**config.mk**
```make
export PLATFORM = sky130hd
export DESIGN_NAME = round_referee
export DESIGN_NICKNAME = d
export VERILOG_FILES = /design/src/rtl/referee_pkg.sv /design/src/rtl/key_press.sv /design/src/rtl/round_referee.sv
export SDC_FILE = /design/constraint.sdc
export NUM_CORES = 1
export LEC_CHECK = 0
export BUFFER_PORTS_ARGS = -buffer_cell sky130_fd_sc_hd__buf_2
export CAP_MARGIN = 25
export CORE_AREA = 2 2 42 44
export CTS_CLUSTER_DIAMETER = 120
export DETAILED_ROUTE_END_ITERATION = 8
export DIE_AREA = 0 0 44 46
export GPL_TIMING_DRIVEN = 0
export PLACE_DENSITY = 0.78
export SYNTH_ARGS = -nofsm -noshare
export SYNTH_HDL_FRONTEND = slang
export SYNTH_SLANG_ARGS = --single-unit
```
**constraint.sdc**
```tcl
create_clock -name clk -period 2.8 [get_ports clk]
set_clock_uncertainty 0.1 [all_clocks]
set_input_delay 0.42 -clock clk [delete_from_list [all_inputs] [get_ports clk]]
set_output_delay 0.42 -clock clk [all_outputs]
set_load 0.05 [all_outputs]
```
**src/rtl/referee_pkg.sv**
```systemverilog
// Shared types and defaults for the round referee: FSM state encoding,
// default timing/score constants and the point-qualification rule.
package referee_pkg;

  typedef enum logic [1:0] {
    ST_PLAY = 2'd0,
    ST_HOLD = 2'd1,
    ST_OVER = 2'd2
  } state_e;

  localparam int DEFAULT_HOLD_CYCLES = 4;
  localparam int DEFAULT_MAX_SCORE   = 7;

  // A point needs exactly one lit end light and a lone press from that end's player.
  function automatic logic point_won(input logic edge_own, input logic edge_other,
                                     input logic press_own, input logic press_other);
    return edge_own & ~edge_other & press_own & ~press_other;
  endfunction

endpackage

```
**src/rtl/key_press.sv**
```systemverilog
// Rising-edge detector for a synchronized player key; one press per key-down.
module key_press (
  input  logic clk,
  input  logic reset,
  input  logic key,
  output logic press
);

  logic prev_q;
  logic prev_d;

  always_comb begin
    prev_d = key;
  end

  // Resetting to 1 means a key held through reset release is not a press.
  always_ff @(posedge clk) begin
    if (reset) begin
      prev_q <= 1'b1;
    end else begin
      prev_q <= prev_d;
    end
  end

  assign press = key & ~prev_q;

endmodule

```
**src/rtl/round_referee.sv**
```systemverilog
// Referee for a two-player reaction game: awards points, pauses after each
// point, and latches the winner once a player reaches the target score.
module round_referee
  import referee_pkg::*;
#(
  parameter int HOLD_CYCLES = DEFAULT_HOLD_CYCLES,
  parameter int MAX_SCORE   = DEFAULT_MAX_SCORE
) (
  input  logic       clk,
  input  logic       reset,
  input  logic       edge_l,
  input  logic       edge_r,
  input  logic       key_l,
  input  logic       key_r,
  output logic       round_reset,
  output logic [2:0] score_l,
  output logic [2:0] score_r,
  output logic       game_over,
  output logic       winner
);

  localparam logic [3:0] HOLD_LAST = 4'(HOLD_CYCLES - 1);
  localparam logic [2:0] MAX_S     = 3'(MAX_SCORE);

  state_e     state_q, state_d;
  logic [3:0] hold_cnt_q, hold_cnt_d;
  logic [2:0] score_l_q, score_l_d;
  logic [2:0] score_r_q, score_r_d;
  logic       round_reset_q, round_reset_d;
  logic       game_over_q, game_over_d;
  logic       winner_q, winner_d;

  logic       press_l, press_r;
  logic       point_l, point_r;
  logic [2:0] score_l_inc, score_r_inc;

  key_press u_key_l (
    .clk   (clk),
    .reset (reset),
    .key   (key_l),
    .press (press_l)
  );

  key_press u_key_r (
    .clk   (clk),
    .reset (reset),
    .key   (key_r),
    .press (press_r)
  );

  always_comb begin
    point_l     = point_won(edge_l, edge_r, press_l, press_r);
    point_r     = point_won(edge_r, edge_l, press_r, press_l);
    score_l_inc = score_l_q + 3'd1;
    score_r_inc = score_r_q + 3'd1;

    state_d       = state_q;
    hold_cnt_d    = hold_cnt_q;
    score_l_d     = score_l_q;
    score_r_d     = score_r_q;
    round_reset_d = 1'b0;
    game_over_d   = game_over_q;
    winner_d      = winner_q;

    unique case (state_q)
      ST_PLAY: begin
        if (point_l || point_r) begin
          round_reset_d = 1'b1;
          hold_cnt_d    = 4'd0;
          if (point_l) begin
            score_l_d = score_l_inc;
          end else begin
            score_r_d = score_r_inc;
          end
          // The winning point skips HOLD so the final score freezes immediately.
          if ((point_l && score_l_inc == MAX_S) || (point_r && score_r_inc == MAX_S)) begin
            state_d     = ST_OVER;
            game_over_d = 1'b1;
            winner_d    = point_r;
          end else begin
            state_d = ST_HOLD;
          end
        end
      end
      ST_HOLD: begin
        if (hold_cnt_q == HOLD_LAST) begin
          state_d = ST_PLAY;
        end else begin
          hold_cnt_d = hold_cnt_q + 4'd1;
        end
      end
      ST_OVER: begin
      end
      default: begin
        state_d = ST_PLAY;
      end
    endcase
  end

  always_ff @(posedge clk) begin
    if (reset) begin
      state_q       <= ST_PLAY;
      hold_cnt_q    <= 4'd0;
      score_l_q     <= 3'd0;
      score_r_q     <= 3'd0;
      round_reset_q <= 1'b0;
      game_over_q   <= 1'b0;
      winner_q      <= 1'b0;
    end else begin
      state_q       <= state_d;
      hold_cnt_q    <= hold_cnt_d;
      score_l_q     <= score_l_d;
      score_r_q     <= score_r_d;
      round_reset_q <= round_reset_d;
      game_over_q   <= game_over_d;
      winner_q      <= winner_d;
    end
  end

  assign round_reset = round_reset_q;
  assign score_l     = score_l_q;
  assign score_r     = score_r_q;
  assign game_over   = game_over_q;
  assign winner      = winner_q;

endmodule
```
==> metrics.md <==
| Metric | Value |
|---|---|
| Result of the run | completed |
| Critical path peak fanout | 4 |
| Tightest Hold Check Type | in -> reg |
| Cell at the root of the clock tree | clkbuf_4 |
| Synth-to-Final Area Change | 14.0% |
| Number of primary I/O pins | 15 |
| Largest net degree at the start of global routing | 11 |
| Worst rel slew slack | 0.712 |
| Final Hold Viols | 0 |
| Top-area cell type share of the netlist area | 0.399 |
| Count of yosys warnings during synthesis | 0 |
| Clock buffer count from CTS | 3 |
| Die extent in y | about 46 um |
| Final weighted congestion in routability-driven placement | between 0.7 and 0.8 |
| Remaining number of nets flagged by the antenna check after routing | 0 |
| Maximum clock rate | between 0.6 and 0.7 GHz |
| Count of flip-flops with a built-in enable after synthesis | 0 |
| Starting Density | 0.528 |
| First-pass GRT wire length | roughly 2600 um |
| Syn nets | roughly 100 |
| Unrepaired setup endpoints after global routing | false |
| Worst Path Required | approximately 2.9 ns |
| Number of buffers inserted by port buffering | 14 |
| Final period utilization | 0.552 |
| Core Rows | 15 |
| Total negative slack for setup checks | 0 ns |
| Vias per cell | approximately 5.6 |
| Clock Path Buffers | 2 |
| Iteration count of the initial detailed-routing pass | 4 |
| Area of combinational cells with multiple inputs | roughly 490 sq um |
| Register Area | 340 sq um |
| Most common library cell in the layout ignoring fill and taps | dfxtp_1 |
| Hold buffer count at cts | 0 |
| Clock tree from TritonCTS | yes |
| Share of synthesized area occupied by flip-flops and latches | 0.399 |
| Most area-hungry cell type in the Yosys netlist | dfxtp_1 |
| Placed inst area | roughly 940 sq um |
| Max H-tree Level | 1 |
| Initial antenna violation count | 0 |
| Fraction of registers with async set or reset after synthesis | 0 |
| Final Non-Filler Cells | 125 |
| Core Area | 1610 sq um |
| Detail-routed net length per standard cell | between 10 and 15 um |
| Residual DRC count | 0 |
| Synth Area per Inst | about 9.5 sq um |
| Synth top area cells | dfxtp_1 40%, ha_1 7.3%, nor2_1 5.7% |
| Gate count after technology mapping | 90 |
| Lkg Pwr | 0.000425 uW |
| Clock Latency Late Sink | 0.29 ns |
| Synth Flop Type | dfxtp_1 |
| Placed cell count | 121 |
| Total congestion overflow after global routing | 0 |
| Max-cap check violation count | 0 |
| Distinct cell type count of the synthesized netlist | 40 |
| Routed via count | roughly 700 |
| Max IR drop VDD | approximately 0.28 mV |
| Buffers inserted during post-CTS setup optimization | 0 |
| Global router's overall resource usage | 0.176 |
| Die area | roughly 2000 sq um |
| Endpoint type of the worst setup path | flop |
| Power per Cell Area | roughly 430 nW/um^2 |
| Count of nets after finishing | between 100 and 150 |
| Synthesis-stage register bit count | 17 |
| Cell area after synthesis | around 850 sq um |
| Time the final worst path needs with I/O delays and setup | 1.55 ns |
| Slew @ Worst Pin | approximately 0.43 ns |
| Max-slew violation total from the final report | 0 |
| Commonest cells after routing, fill and taps aside | 17 x dfxtp_1, 14 x buf_2, 13 x nor2_1 |
| Post-route design area | between 900 and 1000 sq um |
| 1st-iter DRT viols | 15 |
| Horizontal extent of the die | around 44 um |
| Share of final-layout standard cells stronger than drive strength 1 | 0.241 |
| Kind of start point of the critical path | flop |
| Sinks on Clock Net | 17 |
| Routed WL | between 1500 and 2000 um |
| Hpwl dp | 1210 um |
| Crit Path Category | reg -> reg |
| Diode insertion count for antenna repair | 0 |
| Arrival time reported for the critical path endpoint | 1.64 ns |
| Via count of the first global-routing pass | roughly 650 |
| Post-CTS resize count | 0 |
| Final-report setup violation count | 0 |
| Fill count | 150 |
| Clock input transition at the sequential cells of the worst setup and hold paths | around 0.1 ns |
==> layout make-up <==
type / instances / area share
plain buffers: 2 / 0.00773
inverters: 4 / 0.0155
clock buffers: 3 / 0.0232
repair buffers: 14 / 0.0722
flip-flops and latches: 17 / 0.351
well taps: 17 / 0.0219
multi-input cells: 67 / 0.504
clock inverters: 1 / 0.00515
==> cell usage after synthesis (2+ instances only) <==
cell type,number
o21a_1,2
inv_1,4
ha_1,5
nor3b_1,3
dfxtp_1,17
or2_2,2
xnor2_1,2
clkbuf_1,2
nand2_1,3
a41o_1,2
a21oi_1,3
xor2_1,3
nand3_1,3
nor2_1,13
==> flip-flops by register name, indices dropped and copies added, names as in the netlist <==
name            cells
round_reset         1
score_r             3
u_key_r.prev_q      1
hold_cnt_q          4
game_over           1
state_q             2
u_key_l.prev_q      1
winner              1
score_l             3
==> where the power goes <==
group	internal, uW	total (uW)	switching (uW)
Clock	53.1	128	75.4
Combinational	14.6	38.7	24.2
Sequential	246	249	3.17
==> kinds of logic (layout without fill, tap and decap cells) <==
kind of cell	count (synthesis)	in the layout	share of synthesized area
xor gates and xnor gates	5	5	0.0514
buffers and inverters	6	24	0.0264
AOI/OAI and AO/OA	18	18	0.160
and+or+nand+nor	39	39	0.289
DFF	17	17	0.399
adders and majority gates	5	5	0.0734
==> through the flow <==
step	total power [uW]	setup slack, ns	util	hold slack, ns
floorplan	282	1.02	-	0.373
global placement	293	1.12	0.584	0.361
detailed placement	294	1.09	0.584	0.373
CTS	422	1.24	0.602	0.233
global route	437	1.13	0.602	0.232
finish	416	1.25	0.602	0.241
==> layer usage <==
layer,share of wire,track usage,up-vias
li1,-,-,366
met1,0.46,0.210,318
met2,0.49,0.297,14
met3,0.033,0.0238,4
met4,0.016,0.109,0
met5,0,0,-
==> critical path: stages (launching register included) <==
cell and delay, ns:
dfxtp_1 0.35, ha_1 0.21, xor2_1 0.14, and2_0 0.18, a32o_1 0.24, o32ai_1 0.23
==> path summary, 6_finish.rpt <==
kind                                       end  cells past startpoint  slack, ns  startpoint
worst max-delay path                state_q[0]                      5       1.25  score_r[1]
worst max register to register      state_q[0]                      5       1.25  score_r[1]
worst min-delay path            u_key_r.prev_q                      2       0.24       key_r
worst min register to register       game_over                      1       0.40   game_over
Power figures use the tool's default switching activity.
